**src/rtl/chip_check_pkg.sv**
```systemverilog
// Shared types and constants for the chip_74xx result reporter: FSM states and the
// active-low 7-segment glyph table (segment order gfedcba).
package chip_check_pkg;

    typedef enum logic [1:0] {
        IDLE    = 2'd0,
        CAPTURE = 2'd1,
        SHOW    = 2'd2,
        RELEASE = 2'd3
    } rpt_state_t;

    localparam logic [6:0] SEG_BLANK = 7'h7F;

    // Entry [n] is the glyph for hex digit n; the first listed entry is digit F.
    localparam logic [15:0][6:0] SEG_TABLE = {
        7'h0E, 7'h06, 7'h21, 7'h46,   // F E d C
        7'h03, 7'h08, 7'h10, 7'h00,   // b A 9 8
        7'h78, 7'h02, 7'h12, 7'h19,   // 7 6 5 4
        7'h30, 7'h24, 7'h79, 7'h40    // 3 2 1 0
    };

endpackage

```
**src/rtl/hex_to_7seg.sv**
```systemverilog
// One hex digit to an active-low 7-segment pattern (gfedcba).
module hex_to_7seg
    import chip_check_pkg::*;
(
    input  logic [3:0] digit,
    output logic [6:0] seg
);

    always_comb begin
        seg = SEG_BLANK;
        seg = SEG_TABLE[digit];
    end

endmodule

```
**src/rtl/chip_result_reporter.sv**
```systemverilog
// Latches the selected tester's pass/fail result, keeps saturating pass/fail tallies,
// and hands a release request back to the tester after a hold time or an operator press.
module chip_result_reporter
    import chip_check_pkg::*;
#(
    parameter int HOLD_CYCLES = 50_000_000,
    parameter int CNT_W       = 8
) (
    input  logic             Clk,
    input  logic             Reset,
    input  logic             Done,
    input  logic             RSLT,
    input  logic             Continue,
    input  logic             ClearCnt,
    output logic             DISP_RSLT,
    output logic             PassLED,
    output logic             FailLED,
    output logic [CNT_W-1:0] PassCnt,
    output logic [CNT_W-1:0] FailCnt,
    output logic [6:0]       HEX3,
    output logic [6:0]       HEX2,
    output logic [6:0]       HEX1,
    output logic [6:0]       HEX0
);

    localparam int TW = (HOLD_CYCLES > 1) ? $clog2(HOLD_CYCLES) : 1;
    localparam logic [TW-1:0]    TIMER_LAST = TW'(HOLD_CYCLES - 1);
    localparam logic [CNT_W-1:0] CNT_MAX    = '1;

    rpt_state_t    state;
    logic [TW-1:0] timer;
    logic          cont_prev;
    logic          armed;      // Done has been seen low since the last capture or reset
    logic          cont_edge;

    assign cont_edge = Continue & ~cont_prev;

    always_ff @(posedge Clk) begin
        if (Reset) begin
            state     <= IDLE;
            DISP_RSLT <= 1'b0;
            PassLED   <= 1'b0;
            FailLED   <= 1'b0;
            PassCnt   <= '0;
            FailCnt   <= '0;
            timer     <= '0;
            cont_prev <= 1'b0;
            armed     <= 1'b0;
        end else begin
            cont_prev <= Continue;
            DISP_RSLT <= 1'b0;
            if (!Done) armed <= 1'b1;

            case (state)
                IDLE: begin
                    if (Done && armed) begin
                        state <= CAPTURE;
                        armed <= 1'b0;
                    end
                end
                CAPTURE: begin
                    if (Done) begin
                        PassLED <= RSLT;
                        FailLED <= ~RSLT;
                        if (RSLT && PassCnt != CNT_MAX) PassCnt <= PassCnt + 1'b1;
                        if (!RSLT && FailCnt != CNT_MAX) FailCnt <= FailCnt + 1'b1;
                        timer <= '0;
                        state <= SHOW;
                    end else begin
                        state <= IDLE;
                    end
                end
                SHOW: begin
                    if (!Done) begin
                        state <= IDLE;
                    end else if (timer == TIMER_LAST || cont_edge) begin
                        state     <= RELEASE;
                        DISP_RSLT <= 1'b1;
                    end else begin
                        timer <= timer + 1'b1;
                    end
                end
                RELEASE: begin
                    if (!Done) state <= IDLE;
                    else DISP_RSLT <= 1'b1;
                end
                default: state <= IDLE;
            endcase

            // Placed last so a clear coinciding with a capture wins.
            if (ClearCnt) begin
                PassCnt <= '0;
                FailCnt <= '0;
            end
        end
    end

    logic [7:0] pass_byte, fail_byte;
    assign pass_byte = 8'(PassCnt);
    assign fail_byte = 8'(FailCnt);

    hex_to_7seg u_hex3 (.digit(pass_byte[7:4]), .seg(HEX3));
    hex_to_7seg u_hex2 (.digit(pass_byte[3:0]), .seg(HEX2));
    hex_to_7seg u_hex1 (.digit(fail_byte[7:4]), .seg(HEX1));
    hex_to_7seg u_hex0 (.digit(fail_byte[3:0]), .seg(HEX0));

endmodule
```
**config.mk**
```make
export PLATFORM = sky130hd
export DESIGN_NAME = chip_result_reporter
export DESIGN_NICKNAME = d
export VERILOG_FILES = /design/src/rtl/chip_check_pkg.sv /design/src/rtl/hex_to_7seg.sv /design/src/rtl/chip_result_reporter.sv
export SDC_FILE = /design/constraint.sdc
export NUM_CORES = 1
export LEC_CHECK = 0
export CAP_MARGIN = 30
export CORE_MARGIN = 2
export CORE_UTILIZATION = 41
export CTS_CLUSTER_DIAMETER = 80
export DETAILED_ROUTE_END_ITERATION = 8
export PLACE_DENSITY = 0.69
export SLEW_MARGIN = 20
export SYNTH_ARGS = -nofsm -noshare
export SYNTH_HDL_FRONTEND = slang
export SYNTH_SLANG_ARGS = --single-unit
```
**constraint.sdc**
```tcl
create_clock -name Clk -period 3.2 [get_ports Clk]
set_input_delay 0.64 -clock Clk [delete_from_list [all_inputs] [get_ports Clk]]
set_output_delay 0.64 -clock Clk [all_outputs]
set_load 0.05 [all_outputs]
```
# == Yosys cells after proc, flatten, opt, wreduce, memory -nomap -nowiden ==
# Memory sizes are Yosys's and may differ from the RTL's. A register that Yosys moved wholly into a read port is not among the register bits.
# Index checks and enable logic that the tools add are counted.
# totals
ff_bits,49
rom_bits,448
inputBits,6
elab_cells,77
mem_count,4
# memory_table
memory,words,word_bits,read_ports,rd_ports_with_merged_regs,wr,line_no,rtl
(no name shown),16,7,1,1,0,hex_to_7seg.sv:11,seg = SEG_TABLE[digit];
(no name shown),16,7,1,1,0,hex_to_7seg.sv:11,
(no name shown),16,7,1,1,0,hex_to_7seg.sv:11,
(no name shown),16,7,1,1,0,hex_to_7seg.sv:11,
# op_classes
addsub,3
magnitude_cmp,4
eq_ne,12
n_mux,29
bitwise,3
n_reduce_logical,13
# ops
cell,n
$mux W26,3
$pmux W26 S2,1
$mux W4,8
$mux W7,4
$add A26 B1 Y26 const B,1
$eq A26 B26 Y1 const B,1
$lt A4 B5 Y1 const B,4
$add A8 B1 Y8 const B,2
$ne A8 B8 Y1 const B,2
$mux W2,5
$ne A2 B2 Y1 const B,5
$reduce_and A3 Y1,3
$pmux W2 S4,1
$mux W1,6
$eq A2 B2 Y1 const B,2
$reduce_and A4 Y1,1
$logic_and A1 B1 Y1,3
$ne A3 B3 Y1 const B,1
$eq A2 B1 Y1 const B,1
$logic_not A2 Y1,1
$not A1 Y1,2
$pmux W1 S2,1
$reduce_and A2 Y1,1
$reduce_bool A2 Y1,1
4 further kinds,4

# == Depth between registers and ports, before layout ==
# depth
depth_word,6
ltp_mapped,10
ltp_nobuf,10

# == Cells and area by module ==
# Synthesis repeated with hierarchy kept, for this count alone.
# unflattened
hier_cells,436
hier_area_um2,3708.6
# modules_own_cells
module,instances,cells_per_inst,area_per_inst_um2,seq_area_each_um2
chip_result_reporter,1,308,2607.5,980.9
hex_to_7seg,4,32,275.3,0.0

# == Worst setup path before layout ==
# Ideal clock, no wire load.
# synth_timing
path_kind,flip-flop to flip-flop
from,register FailCnt[0]
to,register HEX1[4] (netlist name)
setup_time_ps,116
t_arrival_ps,2662
required_time_ps,3084
path_slack_ps,422
path_stages_with_launch,10
n_path_buf,0
synth_period_minus_slack_ps,2778
cell_sequence,dfxtp_1 ha_1 nand3_1 o2111ai_1 xor2_1 nor2_1 inv_1 ha_1 mux2_2 a31o_2
# synth_lines
element,line_no,rtl
"start, declared",chip_result_reporter.sv:19,"output logic [CNT_W-1:0] FailCnt,"
"start signal, assigned",chip_result_reporter.sv:66,if (!RSLT && FailCnt != CNT_MAX) FailCnt <= FailCnt + 1'b1;

==> impl_metrics.env <==
export IMPL_rsz0062_at_grt="false"
export IMPL_arrival_ns=3.03
export IMPL_hold_start="armed$_SDFF_PP0_"
export IMPL_synth_area_mm2=0.00435
export IMPL_gp_congestion=0.924
export IMPL_setup_viol=0
export IMPL_max_slew_margin_pct=56.1
export IMPL_path_class="in -> reg"
export IMPL_seq_area_frac_synth_pct=35.5
export IMPL_synth_seq_cells=77
export IMPL_cts_tree="built"
export IMPL_clkPwrFrac_pct=45.2
export IMPL_pre_cts_ws_ns=0.0441
export IMPL_synth_cell_types=78
export IMPL_seqCellArea_mm2=0.00154
export IMPL_r2r_start="PassCnt[0]$_SDFFE_PP0P_"
export IMPL_syn_nets=512
export IMPL_critPathMaxFanout=6
export IMPL_fin_crit_sh_pct=87.2
export IMPL_portBuffers=52
export IMPL_grt_pass1_wl_um=17000
export IMPL_skew_ns=0.00770
export IMPL_crit_path_start="Done"
export IMPL_antennaDiodeCount=0
export IMPL_multiInputGateArea_mm2=0.00264
export IMPL_grt_overflow=0
export IMPL_combinationalPowerShare_pct=3.5
export IMPL_ctsResizeCount=0
export IMPL_synth_top_area_share_pct=35.5
export IMPL_fillers=954
export IMPL_seqPwrFrac_pct=51.2
export IMPL_yosys_area_top_type="dfxtp_1"
export IMPL_synthFlopType="dfxtp_1"
export IMPL_hold_class="reg -> reg"
export IMPL_htreeDepth=3
export IMPL_cts_sinks=77
export IMPL_outcome="completed"
export IMPL_fin_crit_ns=2.79
export IMPL_intPower_mw=1.49
export IMPL_worstSetupStartpointType="primary input"
export IMPL_die_area_mm2=0.0114
export IMPL_tightest_slew_ns=0.658
export IMPL_synth_top_cells_by_area="dfxtp_1 (35%), ha_1 (7.8%), mux2i_1 (7.6%)"
export IMPL_leakage_nw=2.00
export IMPL_firstDrtPassIters=5
export IMPL_ant_nets=0
export IMPL_post_place_cells=667
export IMPL_core_area_mm2=0.0103
export IMPL_cts_setup_buffers=0
export IMPL_cp_end_kind="flop"
export IMPL_critPathRequiredTime_ns=3.44
export IMPL_die_x_um=107
export IMPL_switchingPower_uw=396
export IMPL_area_delta_synth_final_pct=22.4
export IMPL_tns_ns=0
export IMPL_root_buffer="clkbuf_8"
export IMPL_nNetsFinal=575
export IMPL_fin_ws_ns=0.410
export IMPL_drive_gt1_share_pct=10.6
export IMPL_slew_viol_final=0
export IMPL_routedWlPerCell_um=15.1
export IMPL_drt_iter0_drc=220
export IMPL_power_mw=1.88
export IMPL_synth_cells=479
export IMPL_clk_latency_ns=0.36
export IMPL_dp_hpwl_um=7610
export IMPL_cts_max_path_buffers=2
export IMPL_syn_area_per_cell_um2=9.07
export IMPL_die_y_um=107
export IMPL_antenna_found_initial=0
export IMPL_hold_buffers=0
export IMPL_clk_pin_slew_ns=0.08
export IMPL_post_route_drc_count=0
export IMPL_max_cap_viol_count=0
export IMPL_finalNonFillerCells=682
export IMPL_start_util_pct=42.1
export IMPL_viasPerCell=5.72
export IMPL_ios=53
export IMPL_rows=37
export IMPL_numCtsBuffers=9
export IMPL_vias=3901
export IMPL_p_per_area_mw_per_mm2=353
export IMPL_hold_viol_final=0
export IMPL_async_flop_share_pct=0
export IMPL_fmax_ghz=0.358
export IMPL_power_share_switching_pct=21.0
export IMPL_synth_edf_count=0
export IMPL_first_global_vias=3692
export IMPL_grt_use_total_pct=18.5
export IMPL_ys_warn_count=0
export IMPL_drt_total_wl_um=10300
export IMPL_ir_worst_vdd_v=0.000254
export IMPL_grt_start_max_net_pins=19
-- layer usage --
layer / wire (um) / global-route usage, %
met1: 4790 / 24.2
met2: 4810 / 30.0
met3: 530 / 3.28
met4: 184 / 7.98
met5: 0 / 0
-- synth_stat cells, drive strengths merged, types with 2 or more instances --
library cell  count
nor3b             2
or4               3
or3b              2
o22ai             8
buf               9
or3              10
mux2i            35
a32o              2
and4             11
o21a              3
and2              7
a311oi            6
clkbuf            9
xor2              2
o2111a            2
xnor2             3
a41oi             4
mux2              2
nor2b             7
o211ai            7
o32ai             2
o221a             2
and4b             2
or2               7
dfxtp            77
and3b             2
nand4            14
nand2b            7
o21ai            20
o31ai             3
nand2            27
and3             10
nor3             14
nor2             30
o211a             3
a31oi             9
o2111ai           3
nor4              2
nand3b            2
inv              19
a21oi            17
ha               27
a22o              6
nand3            28
-- sequential cells by signal (all words and copies together), names as in the netlist --
signal     cells
timer         26
HEX3           7
HEX1           7
FailCnt        8
FailLED        1
state          2
PassCnt        8
cont_prev      1
DISP_RSLT      1
HEX0           7
armed          1
HEX2           7
PassLED        1
-- path summary, 6_finish.rpt --
kind,end,slack [ns],depth (start not counted)
min,state[0]$_SDFFE_PP0P_,0.47,2
min reg2reg,state[0]$_SDFFE_PP0P_,0.47,2
max reg2reg,HEX2[0]$_DFF_P_,0.47,9
max,HEX3[5]$_DFF_P_,0.41,9
-- area by class of cell --
class                           instances  share of cell area, %
Timing Repair Buffer                   70                   12.6
Tap cell                              136                   3.20
Clock inverter                          3                   1.27
Sequential cell                        77                   29.0
Multi-Input combinational cell        365                   49.5
Inverter                               19                   1.39
Clock buffer                           12                   3.10
-- cells by family (layout without fill, tap and decap cells) --
logic type,Yosys count,count (layout),synth area share (%)
AND/OR/NAND/NOR,189,189,24.8
AO/OA/AOI/OAI,107,107,18.1
flip-flops,77,77,35.5
multiplexers,37,37,8.95
buffers and inverters,37,104,3.91
adder cells (fa/ha/maj),27,27,7.77
XOR/XNOR,5,5,1.01
-- per-stage QoR --
step | util (%) | hold slack [ns] | area [um^2]
6_report | 51.5 | 0.467 | 5320
5_1_grt | 51.5 | 0.498 | 5320
4_1_cts | 51.5 | 0.471 | 5320
3_5_place_dp | 49.3 | 0.459 | 5090
3_3_place_gp | 49.3 | 0.446 | 5090
2_1_floorplan | - | 0.433 | 4350
-- critical path, cell delays in order --
cell and delay [ns]:
clkdlybuf4s50_1 0.57, and4b_1 0.25, o21ai_1 0.18, or3_1 0.43, a21oi_2 0.30, inv_1 0.14, ha_1 0.26, mux2i_1 0.15
o22ai_1 0.10
-- layout by cell type, fill, tap and decap left out, types with 5 or more instances in the layout --
| cell type | n |
|---|---|
| a311oi_1 | 6 |
| nand3_1 | 28 |
| mux2i_1 | 33 |
| buf_4 | 17 |
| clkdlybuf4s50_1 | 52 |
| o21ai_0 | 14 |
| nor2_1 | 30 |
| o21ai_1 | 5 |
| nand2_1 | 26 |
| o22ai_1 | 8 |
| a21oi_1 | 16 |
| ha_1 | 27 |
| nor3_1 | 13 |
| nand2b_1 | 7 |
| nor2b_1 | 7 |
| dfxtp_1 | 77 |
| clkbuf_8 | 12 |
| or3_1 | 10 |
| a31oi_1 | 8 |
| o211ai_1 | 5 |
| nand4_1 | 13 |
| and2_1 | 7 |
| and3_1 | 10 |
| and4_1 | 11 |
| a22o_1 | 6 |
| inv_1 | 15 |
-- power groups by stage --
stage	Clock [mW]	Combinational, mW	Sequential [mW]
after floorplan	0	0.0359	0.989
after global placement	0	0.0650	0.986
after detailed placement	0	0.0657	0.986
after CTS	0.873	0.0661	0.964
after global routing	0.913	0.0717	0.964
final	0.851	0.0664	0.964
(Power assumes the default switching activity.)
